==> config.mk <==
export PLATFORM = sky130hd
export DESIGN_NAME = mem_arbiter
export DESIGN_NICKNAME = d
export VERILOG_FILES = /design/src/rtl/mem_arb_pkg.sv /design/src/rtl/rr_arbiter_2.sv /design/src/rtl/mem_arbiter.sv
export SDC_FILE = /design/constraint.sdc
export NUM_CORES = 1
export LEC_CHECK = 0
export ABC_AREA = 0
export CAP_MARGIN = 20
export CORE_MARGIN = 1
export CORE_UTILIZATION = 30
export DETAILED_ROUTE_END_ITERATION = 10
export SYNTH_ARGS = -nofsm -noshare
export SYNTH_HDL_FRONTEND = slang
export SYNTH_SLANG_ARGS = --single-unit
==> constraint.sdc <==
create_clock -name clk -period 3 [get_ports clk]
set_input_delay 0.6 -clock clk [delete_from_list [all_inputs] [get_ports clk]]
set_output_delay 0.6 -clock clk [all_outputs]
set_load 0.005 [all_outputs]
==> src/rtl/mem_arb_pkg.sv <==
// Shared types and default parameters for the unified-memory arbiter.
package mem_arb_pkg;

  localparam int DEF_ADDR_W  = 32;
  localparam int DEF_DATA_W  = 32;
  localparam int DEF_TIMEOUT = 255;

  typedef enum logic [1:0] {
    IDLE = 2'd0,
    REQ  = 2'd1,
    WAIT = 2'd2,
    RESP = 2'd3
  } state_e;

  // Bit position of each requester in the arbiter request/grant vectors.
  typedef enum logic {
    REQ_CORE = 1'b0,
    REQ_DBG  = 1'b1
  } req_id_e;

endpackage

==> src/rtl/rr_arbiter_2.sv <==
// Two-way round-robin grant: a lone requester always wins, a tie goes to
// whichever requester was not granted last.
module rr_arbiter_2
  import mem_arb_pkg::*;
(
  input  logic [1:0] req,
  input  req_id_e    last_grant,
  output logic [1:0] gnt
);

  always_comb begin
    // NOTE: assign a default before the case so no path leaves gnt unassigned (no latch).
    gnt = 2'b00;
    case (req)
      2'b01:   gnt = 2'b01;
      2'b10:   gnt = 2'b10;
      2'b11:   gnt = (last_grant == REQ_DBG) ? 2'b01 : 2'b10;
      default: gnt = 2'b00;
    endcase
  end

endmodule

==> src/rtl/mem_arbiter.sv <==
// Shares one single-port memory between the core and the debug/loader port,
// one transaction at a time, with a per-transaction timeout.
module mem_arbiter
  import mem_arb_pkg::*;
#(
  parameter int ADDR_W  = DEF_ADDR_W,
  parameter int DATA_W  = DEF_DATA_W,
  parameter int TIMEOUT = DEF_TIMEOUT
) (
  input  logic              clk,
  input  logic              arstn,
  input  logic              i_core_req,
  input  logic              i_core_we,
  input  logic [ADDR_W-1:0] i_core_addr,
  input  logic [DATA_W-1:0] i_core_wdata,
  output logic              o_core_ack,
  output logic              o_core_err,
  output logic [DATA_W-1:0] o_core_rdata,
  input  logic              i_dbg_req,
  input  logic              i_dbg_we,
  input  logic [ADDR_W-1:0] i_dbg_addr,
  input  logic [DATA_W-1:0] i_dbg_wdata,
  output logic              o_dbg_ack,
  output logic              o_dbg_err,
  output logic [DATA_W-1:0] o_dbg_rdata,
  output logic              o_mem_req,
  output logic              o_mem_we,
  output logic [ADDR_W-1:0] o_mem_addr,
  output logic [DATA_W-1:0] o_mem_wdata,
  input  logic              i_mem_ready,
  input  logic              i_mem_rvalid,
  input  logic [DATA_W-1:0] i_mem_rdata
);

  localparam int CNT_W = $clog2(TIMEOUT + 1);

  state_e             state;
  req_id_e            last_grant;
  req_id_e            owner;
  logic [CNT_W-1:0]   tmo_cnt;
  logic               mem_req_q;
  logic               we_q;
  logic [ADDR_W-1:0]  addr_q;
  logic [DATA_W-1:0]  wdata_q;

  logic               core_ack_q, dbg_ack_q;
  logic               core_err_q, dbg_err_q;
  logic [DATA_W-1:0]  core_rdata_q, dbg_rdata_q;

  logic [1:0]         gnt;
  logic               expire;
  logic               done;
  logic               done_err;
  logic               load_rdata;
  logic [DATA_W-1:0]  rdata_nxt;

  rr_arbiter_2 u_rr (
    .req        ({i_dbg_req, i_core_req}),
    .last_grant (last_grant),
    .gnt        (gnt)
  );

  // The counter would reach TIMEOUT on this edge, so this is the last cycle allowed.
  assign expire = (tmo_cnt == CNT_W'(TIMEOUT - 1));

  // Completion is decided one cycle ahead of the ack; ready/rvalid beat expiry.
  always_comb begin
    done     = 1'b0;
    done_err = 1'b0;
    case (state)
      REQ: begin
        if (i_mem_ready) begin
          done = we_q;
        end else if (expire) begin
          done     = 1'b1;
          done_err = 1'b1;
        end
      end
      WAIT: begin
        if (i_mem_rvalid) begin
          done = 1'b1;
        end else if (expire) begin
          done     = 1'b1;
          done_err = 1'b1;
        end
      end
      default: ;
    endcase
  end

  assign load_rdata = done & (done_err | ~we_q);
  assign rdata_nxt  = done_err ? '0 : i_mem_rdata;

  // NOTE: address/data registers are reset too, since they drive o_mem_* directly.
  always_ff @(posedge clk or negedge arstn) begin
    if (!arstn) begin
      state      <= IDLE;
      last_grant <= REQ_DBG;
      owner      <= REQ_CORE;
      tmo_cnt    <= '0;
      mem_req_q  <= 1'b0;
      we_q       <= 1'b0;
      addr_q     <= '0;
      wdata_q    <= '0;
    end else begin
      case (state)
        IDLE: begin
          if (|gnt) begin
            owner      <= gnt[1] ? REQ_DBG : REQ_CORE;
            last_grant <= gnt[1] ? REQ_DBG : REQ_CORE;
            we_q       <= gnt[1] ? i_dbg_we    : i_core_we;
            addr_q     <= gnt[1] ? i_dbg_addr  : i_core_addr;
            wdata_q    <= gnt[1] ? i_dbg_wdata : i_core_wdata;
            mem_req_q  <= 1'b1;
            tmo_cnt    <= '0;
            state      <= REQ;
          end
        end
        REQ: begin
          tmo_cnt <= tmo_cnt + 1'b1;
          if (i_mem_ready) begin
            mem_req_q <= 1'b0;
            state     <= we_q ? RESP : WAIT;
          end else if (expire) begin
            mem_req_q <= 1'b0;
            state     <= RESP;
          end
        end
        WAIT: begin
          tmo_cnt <= tmo_cnt + 1'b1;
          if (i_mem_rvalid || expire) begin
            state <= RESP;
          end
        end
        RESP:    state <= IDLE;
        default: state <= IDLE;
      endcase
    end
  end

  // Only the owner's response registers move; the other side keeps its values.
  always_ff @(posedge clk or negedge arstn) begin
    if (!arstn) begin
      core_ack_q   <= 1'b0;
      dbg_ack_q    <= 1'b0;
      core_err_q   <= 1'b0;
      dbg_err_q    <= 1'b0;
      core_rdata_q <= '0;
      dbg_rdata_q  <= '0;
    end else begin
      core_ack_q <= done && (owner == REQ_CORE);
      dbg_ack_q  <= done && (owner == REQ_DBG);
      if (done && (owner == REQ_CORE)) begin
        core_err_q <= done_err;
        if (load_rdata) core_rdata_q <= rdata_nxt;
      end
      if (done && (owner == REQ_DBG)) begin
        dbg_err_q <= done_err;
        if (load_rdata) dbg_rdata_q <= rdata_nxt;
      end
    end
  end

  assign o_mem_req    = mem_req_q;
  assign o_mem_we     = we_q;
  assign o_mem_addr   = addr_q;
  assign o_mem_wdata  = wdata_q;
  assign o_core_ack   = core_ack_q;
  assign o_core_err   = core_err_q;
  assign o_core_rdata = core_rdata_q;
  assign o_dbg_ack    = dbg_ack_q;
  assign o_dbg_err    = dbg_err_q;
  assign o_dbg_rdata  = dbg_rdata_q;

endmodule

==> run summary, run 1 <==
Kind of critical path -> reg2reg
Most common cell on crit path -> inv_1
TritonCTS clock tree -> done
CTS sink count -> 146
Synth warn -> 0
Final worst-path cycle share -> 80.2%
Tmin final -> 2.41 ns
Clock root buffer -> clkbuf_16
Ant diodes -> 0
Post-synthesis sequential area ratio -> 58.7%
Yosys reg bits -> 146
Routed WL -> 18.8 mm
CORE AREA -> 0.0203 mm^2
Area delta synth->final -> 64.2%
Setup violations, final -> 0
Arr. time, crit path -> 2.70 ns
Simple-Gate Fraction of Synth Area -> 7.84%
Fraction of the mapped netlist area in adder cells -> 1.21%
Initial Util -> 30.7%
Wire length per cell -> 17.1 um
Post-Synth XOR/XNOR Area -> 0.563%
Unrepaired setup endpoints after global routing -> false
TritonRoute pass-1 iters -> 4
Crit path cell chain -> inv_1 -> ha_1 -> inv_1 -> a2111o_1 -> nand2b_1 -> nor3_4 -> buf_16 -> a22o_2
Num CTS Buffers -> 17
Worst-path clk slew -> 0.06 ns
Cell count after synthesis -> 521
Overall Power -> 9800 uW
Maximum vdd drop -> 0.000362 V
Crit start category -> flop
Final net count -> 991
Max Cap Viol -> 0
GRT Total Usage -> 18.0%
Vias per cell -> 4.74
Pwr Density -> 959 mW/mm^2
Mapped Nets -> 695
Main combinational cell family by area after synthesis -> compound AO/OA/AOI/OAI gates
Row count -> 52
Starting DRT DRC Count -> 125
Antenna violation net count after detailed routing -> 0
Synthesized area per cell -> 12.0 um^2
Setup TNS -> 0 ns
Detailed placer's ending HPWL -> 14.2 mm
Slew headroom -> 50.3%
Die Y -> 146 um
Postcts setup bufs -> 0
Largest net degree at the start of global routing -> 105
Number of remaining DRC errors -> 0
Worst Path Required -> 3.30 ns
Initial antenna violation count -> 1
Final hold viol count -> 0
Status -> completed
Clock Latency Late Sink -> 0.41 ns
Clock Tree Buf Depth -> 2
Compound-gate portion of the synthesized area -> 17.6%
IO buf count -> 301
HP Class -> in2async
Critical path's slowest cell -> ha_1
First-pass GRT wire length -> 29.4 mm
Die W -> 146 um
Number of vias in the routed layout -> 5217
CP endpoint kind -> flop
Post-synthesis mux area share -> 10.8%
Distinct cell type count after synthesis -> 38
Die area -> 0.0213 mm^2
Slew @ Worst Pin -> 0.743 ns
Fmax -> 0.416 GHz
Routability Congestion -> 0.784
Leakage power -> 0.00449 uW
Post-CTS sizing -> 0
Layout Skew -> 0.00817 ns
Share of cells above drive strength 1 -> 11.7%
Vias in the first global route -> 5303
CTS H-Tree Depth -> 4
CTS Hold Bufs -> 0
Slowest stage delay, CP -> 0.45 ns
Mapped Area -> 0.00623 mm^2
CP max FO -> 19
Remaining Overflow, GRT -> 0
Num ports -> 302
Final slew viol count -> 0
-- cells in the mapped netlist --
library cell,n,area (um^2)
a2111o_1,1,11.3
a211oi_1,1,7.51
a21boi_1,1,7.51
a21oi_1,5,25.0
a22o_1,21,184
a22o_2,44,440
a22oi_1,1,7.51
a31oi_1,1,6.26
a32oi_1,1,8.76
and2_1,1,6.26
and3_1,1,6.26
buf_1,5,18.8
buf_2,10,50.1
buf_6,7,78.8
clkbuf_1,11,41.3
dfrtp_1,145,3630
dfstp_2,1,26.3
ha_1,6,75.1
inv_1,5,18.8
mux2_2,2,22.5
mux2i_1,65,651
nand2_1,76,285
nand2b_1,6,37.5
nand3_1,2,10.0
nand3b_1,1,7.51
nand4_1,1,6.26
nand4_2,2,25.0
nor2_1,10,37.5
nor3_1,1,5.00
nor3_4,2,32.5
o21a_4,1,15.0
o21ai_0,74,370
o21ai_1,2,10.0
or2_4,1,8.76
or3_1,2,12.5
or3_2,1,7.51
xnor2_1,2,17.5
xor2_1,2,17.5
-- report_power, final --
group / internal [uW] / total [uW] / switching, uW
registers: 2860 / 3410 / 546
logic: 2380 / 4010 / 1630
clock network: 1520 / 2380 / 866
-- worst max-delay path, delay by kind of cell, from the launching register on --
family | cells | cell delay, ns
compound gates | 2 | 0.68
fa+ha+maj | 1 | 0.45
buf+inv | 3 | 0.40
flops | 1 | 0.39
simple gates | 2 | 0.36
-- logic make-up after synthesis --
group,Yosys count
flops,146
simple gates,107
fa+ha+maj,6
mux,67
compound gates,153
buf+inv,38
xor+xnor,4
-- registers in the layout (all words and copies together) (netlist names) --
signal / cells
o_mem_req: 1
tmo_cnt: 8
o_dbg_rdata: 32
o_mem_addr: 32
o_dbg_ack: 1
o_core_rdata: 32
state: 2
owner: 1
last_grant: 1
o_mem_we: 1
o_core_ack: 1
o_core_err: 1
o_dbg_err: 1
o_mem_wdata: 32
-- area by class of cell --
cell class | instances | area [um^2]
fillers | 1775 | 10100
flip-flops and latches | 146 | 3650
repair buffers | 310 | 3160
multi-input cells | 337 | 2390
clock buffers | 19 | 443
well taps | 270 | 338
clock inverters | 13 | 221
inverters | 5 | 18.8
-- routing by layer --
metal	GRT usage, %	wire length [um]	vias to the layer above
met5	0	16	-
met4	5.83	241	2
met3	4.81	1300	19
met2	31.3	9440	236
met1	21.7	7810	2502
li1	-	-	2458
-- metrics by stage --
| stage | cell area [um^2] | instances | setup slack [ns] | hold slack [ns] | util (%) |
|---|---|---|---|---|---|
| after floorplan | 6230 | 521 | 0.949 | 0.304 | - |
| after global placement | 9500 | 1066 | 0.0440 | 0.464 | 46.8 |
| after detailed placement | 9560 | 1068 | 0.336 | 0.469 | 47.1 |
| after CTS | 10200 | 1100 | 0.567 | 0.0953 | 50.4 |
| after global routing | 10200 | 1100 | 0.418 | 0.105 | 50.4 |
| final | 10200 | 1100 | 0.594 | 0.0898 | 50.4 |
-- cell usage in the layout (no fill, tap or decap), types with 3 or more instances in the layout --
cell | netlist | final
o21ai_0 | 74 | 74
a22o_2 | 44 | 44
nor2_1 | 10 | 10
bufinv_16 | 0 | 5
inv_1 | 5 | 5
buf_12 | 0 | 3
buf_4 | 0 | 4
clkdlybuf4s50_1 | 0 | 300
nand2b_1 | 6 | 6
mux2i_1 | 65 | 65
dfrtp_1 | 145 | 145
ha_1 | 6 | 6
clkbuf_16 | 0 | 17
inv_6 | 0 | 4
nand2_1 | 76 | 76
a22o_1 | 21 | 21
a21oi_1 | 5 | 5
-- final timing paths --
kind | start | end | slack [ns] | cells past startpoint
worst max-delay path | state[1] | o_dbg_rdata[14] | 0.59 | 8
worst min-delay path | arstn | o_dbg_rdata[21] | 0.09 | 1
worst max register to register | state[1] | o_dbg_rdata[14] | 0.59 | 8
worst min register to register | o_mem_addr[27] | o_mem_addr[27] | 0.48 | 2
max in group asynchronous | arstn | last_grant | 2.06 | 2
min in group clk | o_mem_addr[27] | o_mem_addr[27] | 0.48 | 2
Power figures use the tool's default switching activity.
==> run 2, diff against run 1 <==
clock period = 2.08 ns   (was 3 ns; I/O delays follow)
==> run 2 against run 1 <==
The flow now finishes with violations (negative setup slack). Non-clock buffer count rose by 47. Register-to-register slack got worse by 0.64 ns. Die area did not move. Design area rose by 3.8%. Total power rose by 43%. Final cell count rose by 4.2%. Largest cell class unchanged.
==> run summary, run 2 (synthesized netlist as in run 1, its figures left out) <==
Status -> finished, violations left
Hold Crit Endpoint -> o_mem_addr[3]
Die Y -> 146 um (unchanged)
Num ports -> 302 (unchanged)
Starting DRT DRC Count -> 212 (+70%)
TritonCTS clock tree -> done
HP Class -> reg2reg
CP max FO -> 6 (-13)
Wire length per cell -> 17.5 um (+2.3%)
Worst slack at placement -> -0.393 ns (-0.729 ns)
Worst Path Required -> 2.38 ns (-0.92 ns)
Clock root buffer -> clkbuf_16
Row count -> 52 (unchanged)
Final slew viol count -> 0 (unchanged)
Violated checks -> negative setup slack
Pwr Density -> 1320 mW/mm^2 (+38%)
Detailed placer's ending HPWL -> 14.9 mm (+4.8%)
Tmin final -> 2.13 ns (-0.278 ns)
IO buf count -> 301 (unchanged)
Vias in the first global route -> 5428 (+2.4%)
Final net count -> 1038 (+4.7%)
Crit path cell chain -> inv_2 -> ha_4 -> inv_2 -> a2111o_1 -> buf_4 -> nand2b_4 -> nor3_4 -> clkbuf_16 -> a22o_2
Critical path's slowest cell -> dfrtp_1
CP endpoint kind -> flop
Num CTS Buffers -> 17 (unchanged)
Largest net degree at the start of global routing -> 132 (+26%)
Layout Skew -> 0.0101 ns (+0.00189 ns)
Fmax -> 0.470 GHz (+13%)
Placed cell area -> 0.00987 mm^2 (+3.2%)
Slew headroom -> 67.3% (+17 points)
Finished Cell Area -> 0.0106 mm^2 (+3.8%)
Die area -> 0.0213 mm^2 (unchanged)
Maximum vdd drop -> 0.000544 V (+50%)
Arr. time, crit path -> 2.42 ns (-0.28 ns)
Slowest stage delay, CP -> 0.43 ns (-0.02 ns)
Setup violations, final -> 31 (+31)
Commonest non-fill, non-tap cells in the layout -> clkdlybuf4s50_1 (300), dfrtp_1 (145), nand2_1 (75)
Hold Startpoint -> o_mem_addr[3]
Number of remaining DRC errors -> 0 (unchanged)
Number of vias in the routed layout -> 5342 (+2.4%)
Min-Delay Path Depth -> 2
Reg2reg setup slack -> -0.05 ns (-0.64 ns)
Final hold viol count -> 0 (unchanged)
RR Startpoint -> state[0]
Initial Util -> 30.7% (unchanged)
Area delta synth->final -> 70.4%
TritonRoute pass-1 iters -> 4 (unchanged)
Worst-path clk slew -> 0.07 ns (about the same)
Setup TNS -> -0.403 ns (-0.403 ns)
Share of cells above drive strength 1 -> 17.6% (+5.9 points)
CTS H-Tree Depth -> 4 (unchanged)
Critical path's top delay family -> compound AO/OA/AOI/OAI gates
Worst reg2reg path depth -> 9 (+1)
Max Cap Viol -> 0 (unchanged)
Antenna violation net count after detailed routing -> 0 (unchanged)
CTS sink count -> 146 (unchanged)
Vias per cell -> 4.66 (-1.7%)
Ant diodes -> 0 (unchanged)
Kind of critical path -> reg2reg
Routed WL -> 20.0 mm (+6.6%)
Unrepaired setup endpoints after global routing -> true
Leakage power -> 0.00470 uW (+4.7%)
Remaining Overflow, GRT -> 0 (unchanged)
Crit start category -> flop
Initial antenna violation count -> 2 (+1)
Routability Congestion -> 0.793 (+1.1%)
Clock Latency Late Sink -> 0.41 ns (about the same)
Final worst-path cycle share -> 102% (+22 points)
Post-layout util -> 52.3% (+1.9 points)
Die W -> 146 um (unchanged)
Reg-to-Reg End -> o_dbg_rdata[3]
WP buf/inv -> 4 (+1)
Most common cell after layout, fill and taps aside -> clkdlybuf4s50_1
First-pass GRT wire length -> 29.8 mm (+1.4%)
Clock Tree Buf Depth -> 2 (unchanged)
CORE AREA -> 0.0203 mm^2 (unchanged)
Slack of the critical path -> -0.0480 ns (-0.642 ns)
Most common cell on crit path -> inv_2
Overall Power -> 14000 uW (+43%)
Slew @ Worst Pin -> 0.490 ns (-0.253 ns)
GRT Total Usage -> 18.3% (+0.28 points)
## run 2: cell count changes in the layout (fill, tap and decap cells not counted), sizes merged
cell         previous run  this run
buf                    10        53
bufinv                  5         0
clkinv                  2         6
clkbuf                 19        21
clkinvlp                1         2
dlygate4sd3             0         1
## run 2: tightest hold or removal path, stage by stage, from the launching register on
cell	delay [ns]
dfrtp_1	0.34
nand2_1	0.04
o21ai_0	0.06
## run 2: layer usage
layer  vias to the layer above  wire length, um  track usage [%]  part of all wire (%)
met5                         -               30                0                  0.15
met4                         4              433             5.94                   2.2
met3                        32             1340             4.41                   6.7
met2                       250            10200             32.1                    51
met1                      2498             8010             22.0                    40
li1                       2558                -                -                     -
## run 2: worst max-delay path by stage
stage / from / end / slack, ns / depth (start not counted)
final: state[0] / o_dbg_rdata[3] / -0.05 / 9
after global routing: state[0] / o_dbg_rdata[3] / -0.11 / 9
after CTS: state[0] / o_dbg_rdata[3] / 0.02 / 8
after detailed placement: i_mem_ready / o_core_rdata[15] / -0.39 / 7
after global placement: i_mem_ready / o_dbg_rdata[10] / -0.66 / 6
after floorplan: state[1] / o_dbg_rdata[12] / 0.03 / 8
## run 2: stage by stage
step	instances	hold WS [ns]
after floorplan	521	0.120
after global placement	1102	0.397
after detailed placement	1104	0.393
after CTS	1139	0.483
after global routing	1146	0.497
final	1146	0.477
## run 2: cell type report
| class | instances | area (um^2) |
|---|---|---|
| Inverter | 5 | 18.8 |
| Clock buffer | 18 | 429 |
| Sequential cell | 146 | 3650 |
| Fill cell | 1765 | 9690 |
| Tap cell | 270 | 338 |
| Multi-Input combinational cell | 337 | 2460 |
| Timing Repair Buffer | 357 | 3610 |
| Clock inverter | 13 | 104 |
## run 2: where the power goes
| part | switching, uW | internal (uW) | total, uW |
|---|---|---|---|
| Combinational | 2520 | 3800 | 6330 |
| Sequential | 778 | 4130 | 4910 |
| Clock | 1230 | 1540 | 2770 |
## run 2: what timing repair did
action	4_1_cts	5_1_grt
endpoints found under the setup margin	54	63
hold endpoints to repair	43	0
pin swaps	2	2
buffers inserted	3	2
cloned	0	5
gates resized for setup	0	16
hold buffers	1	0
==> run 3, diff against run 2 <==
GPL_TIMING_DRIVEN = 0   (was default)
==> run 3 against run 2 <==
The flow finishes with violations (negative hold slack). Worst hold slack worse by 0.49 ns. Worst setup slack better by 0.072 ns. Register-to-register slack better by 0.07 ns. Count of clock-buffer cells in the layout unchanged. Design area down 1.8%. Critical endpoint is now o_core_rdata[11].
==> run summary, run 3 (synthesized netlist as in run 1, its figures left out) <==
Dpl cells -> 1093 (-1.0%)
Routability Congestion -> 0.828 (+4.5%)
Critical path's top delay family -> compound AO/OA/AOI/OAI gates
GR Util met1 -> 23.0% (+0.97 points)
Number of vias in the routed layout -> 5389 (+0.88%)
Ant diodes -> 0 (unchanged)
Die area -> 0.0213 mm^2 (unchanged)
Violated checks -> negative hold slack
Crit. path cell count -> 9 (unchanged)
Arr. time, crit path -> 2.35 ns (-0.07 ns)
First-pass GRT wire length -> 31.2 mm (+4.6%)
Num ports -> 302 (unchanged)
WHS -> -0.0146 ns (-0.492 ns)
Largest net degree at the start of global routing -> 80 (-39%)
Vias per cell -> 4.76 (+2.0%)
Routed WL -> 19.9 mm (-0.93%)
IO buf count -> 301 (unchanged)
Initial Util -> 30.7% (unchanged)
Row count -> 52 (unchanged)
Max Cap Viol -> 0 (unchanged)
Starting DRT DRC Count -> 217 (+2.4%)
Antenna violation net count after detailed routing -> 0 (unchanged)
Worst slack at placement -> -0.775 ns (-0.383 ns)
Pwr Density -> 1370 mW/mm^2 (+3.9%)
Die W -> 146 um (unchanged)
Initial antenna violation count -> 2 (unchanged)
Critical path's slowest cell -> a2111o_1
Final hold viol count -> 5 (+5)
Num CTS Buffers -> 17 (unchanged)
Status -> finished, violations left
Kind of critical path -> reg2reg
Most common cell after layout, fill and taps aside -> clkdlybuf4s50_1
CORE AREA -> 0.0203 mm^2 (unchanged)
Worst Path Required -> 2.38 ns (about the same)
CP max FO -> 10 (+4)
CTS H-Tree Depth -> 4 (unchanged)
Crit path from -> state[1]
Maximum vdd drop -> 0.000496 V (-8.8%)
GRT Total Usage -> 19.1% (+0.84 points)
Vias in the first global route -> 5584 (+2.9%)
Die Y -> 146 um (unchanged)
TritonCTS clock tree -> done
Share of cells above drive strength 1 -> 14.4% (-3.2 points)
Fmax -> 0.486 GHz (+3.5%)
Worst-path clk slew -> 0.06 ns (about the same)
Final net count -> 1026 (-1.2%)
CTS Hold Bufs -> 0 (-1)
GR peak layer -> met2
HP Class -> in2async
Clock root buffer -> clkbuf_16
Remaining Overflow, GRT -> 0 (unchanged)
WP buf/inv -> 3 (-1)
Most common cell on crit path -> buf_6
FF/Latch Area -> 0.00365 mm^2 (unchanged)
Slew @ Worst Pin -> 0.707 ns (+0.217 ns)
Number of remaining DRC errors -> 0 (unchanged)
TritonRoute pass-1 iters -> 4 (unchanged)
Leakage power -> 0.00458 uW (-2.7%)
Reg-to-Reg End -> o_core_rdata[11]
Wire length per cell -> 17.5 um (+0.20%)
Slowest stage delay, CP -> 0.46 ns (+0.03 ns)
Slew headroom -> 52.8% (-14 points)
Commonest non-fill, non-tap cells in the layout -> clkdlybuf4s50_1 (300), dfrtp_1 (145), nand2_1 (75)
Clock Latency Late Sink -> 0.41 ns (about the same)
CP endpoint kind -> flop
Met2 track demand over resource -> 32.8% (+0.65 points)
Crit path cell chain -> inv_2 -> ha_4 -> nand2b_1 -> a2111o_1 -> buf_6 -> nand2b_4 -> nor3_4 -> buf_6 -> a22o_2
Multi-input logic area -> 0.00243 mm^2 (-1.2%)
Layout Skew -> 0.0120 ns (+0.00189 ns)
Worst reg2reg path depth -> 9 (unchanged)
Reg2reg setup slack -> 0.02 ns (+0.07 ns)
Unrepaired setup endpoints after global routing -> true
CTS sink count -> 146 (unchanged)
Grt met3 use -> 5.63% (+1.2 points)
Final worst-path cycle share -> 98.9% (-3.5 points)
Layout Cells excl Fill -> 1133 (-1.1%)
Clock Tree Buf Depth -> 2 (unchanged)
Tmin final -> 2.06 ns (-0.0719 ns)
Fill cell count -> 1836 (+4.0%)
Detailed placer's ending HPWL -> 15.1 mm (+1.4%)
Slack of the critical path -> 0.0239 ns (+0.0719 ns)
Final slew viol count -> 0 (unchanged)
Area delta synth->final -> 67.4%
RR Startpoint -> state[1]
Setup violations, final -> 0 (-100%)
Crit start category -> flop
-- run 3: cell type report --
cell class | instances | share of cell area [%]
buffer | 33 | 2.22
clock buffer | 18 | 4.21
clock inverter | 12 | 1.75
inverter | 5 | 0.180
multi-input combinational | 337 | 23.3
sequential | 146 | 35.1
tap | 270 | 3.24
timing repair buffer | 312 | 30.0
-- run 3: metal layers --
metal  share of wire (%)  up-vias
met1                  42     2595
met2                  50      226
met5                0.12        -
met3                 6.6       29
li1                    -     2535
met4                 1.8        4
-- run 3: repair_timing --
action | in CTS | in global routing
cloned | 0 | 1
pin swaps | 2 | 5
setup buffers | 6 | 3
hold endpoints to repair | 0 | 0
setup endpoints to repair | 137 | 112
resized for setup | 20 | 13
-- run 3: per-stage QoR --
stage	util [%]	instance area [um^2]	power, uW	setup TNS, ns
finish	51.3	10400	14300	0
global route	51.3	10400	15200	-1.24
detailed placement	47.3	9610	10900	-70.07
CTS	51.0	10300	14400	0
floorplan	-	6230	7200	0
global placement	47.2	9580	10700	-786.23
-- run 3: where the power goes --
part	internal (uW)	switching [uW]
Sequential	4130	778
Combinational	3620	2530
Clock	2030	1190
Total	9780	4500
-- run 3: worst max-delay path by stage --
stage                        to  slack [ns]
2_1_floorplan   o_dbg_rdata[12]        0.03
3_3_place_gp     o_mem_addr[16]       -4.96
3_5_place_dp    o_mem_wdata[15]       -0.78
4_1_cts         o_dbg_rdata[12]      0.0005
5_1_grt        o_core_rdata[11]       -0.04
6_report       o_core_rdata[11]        0.02
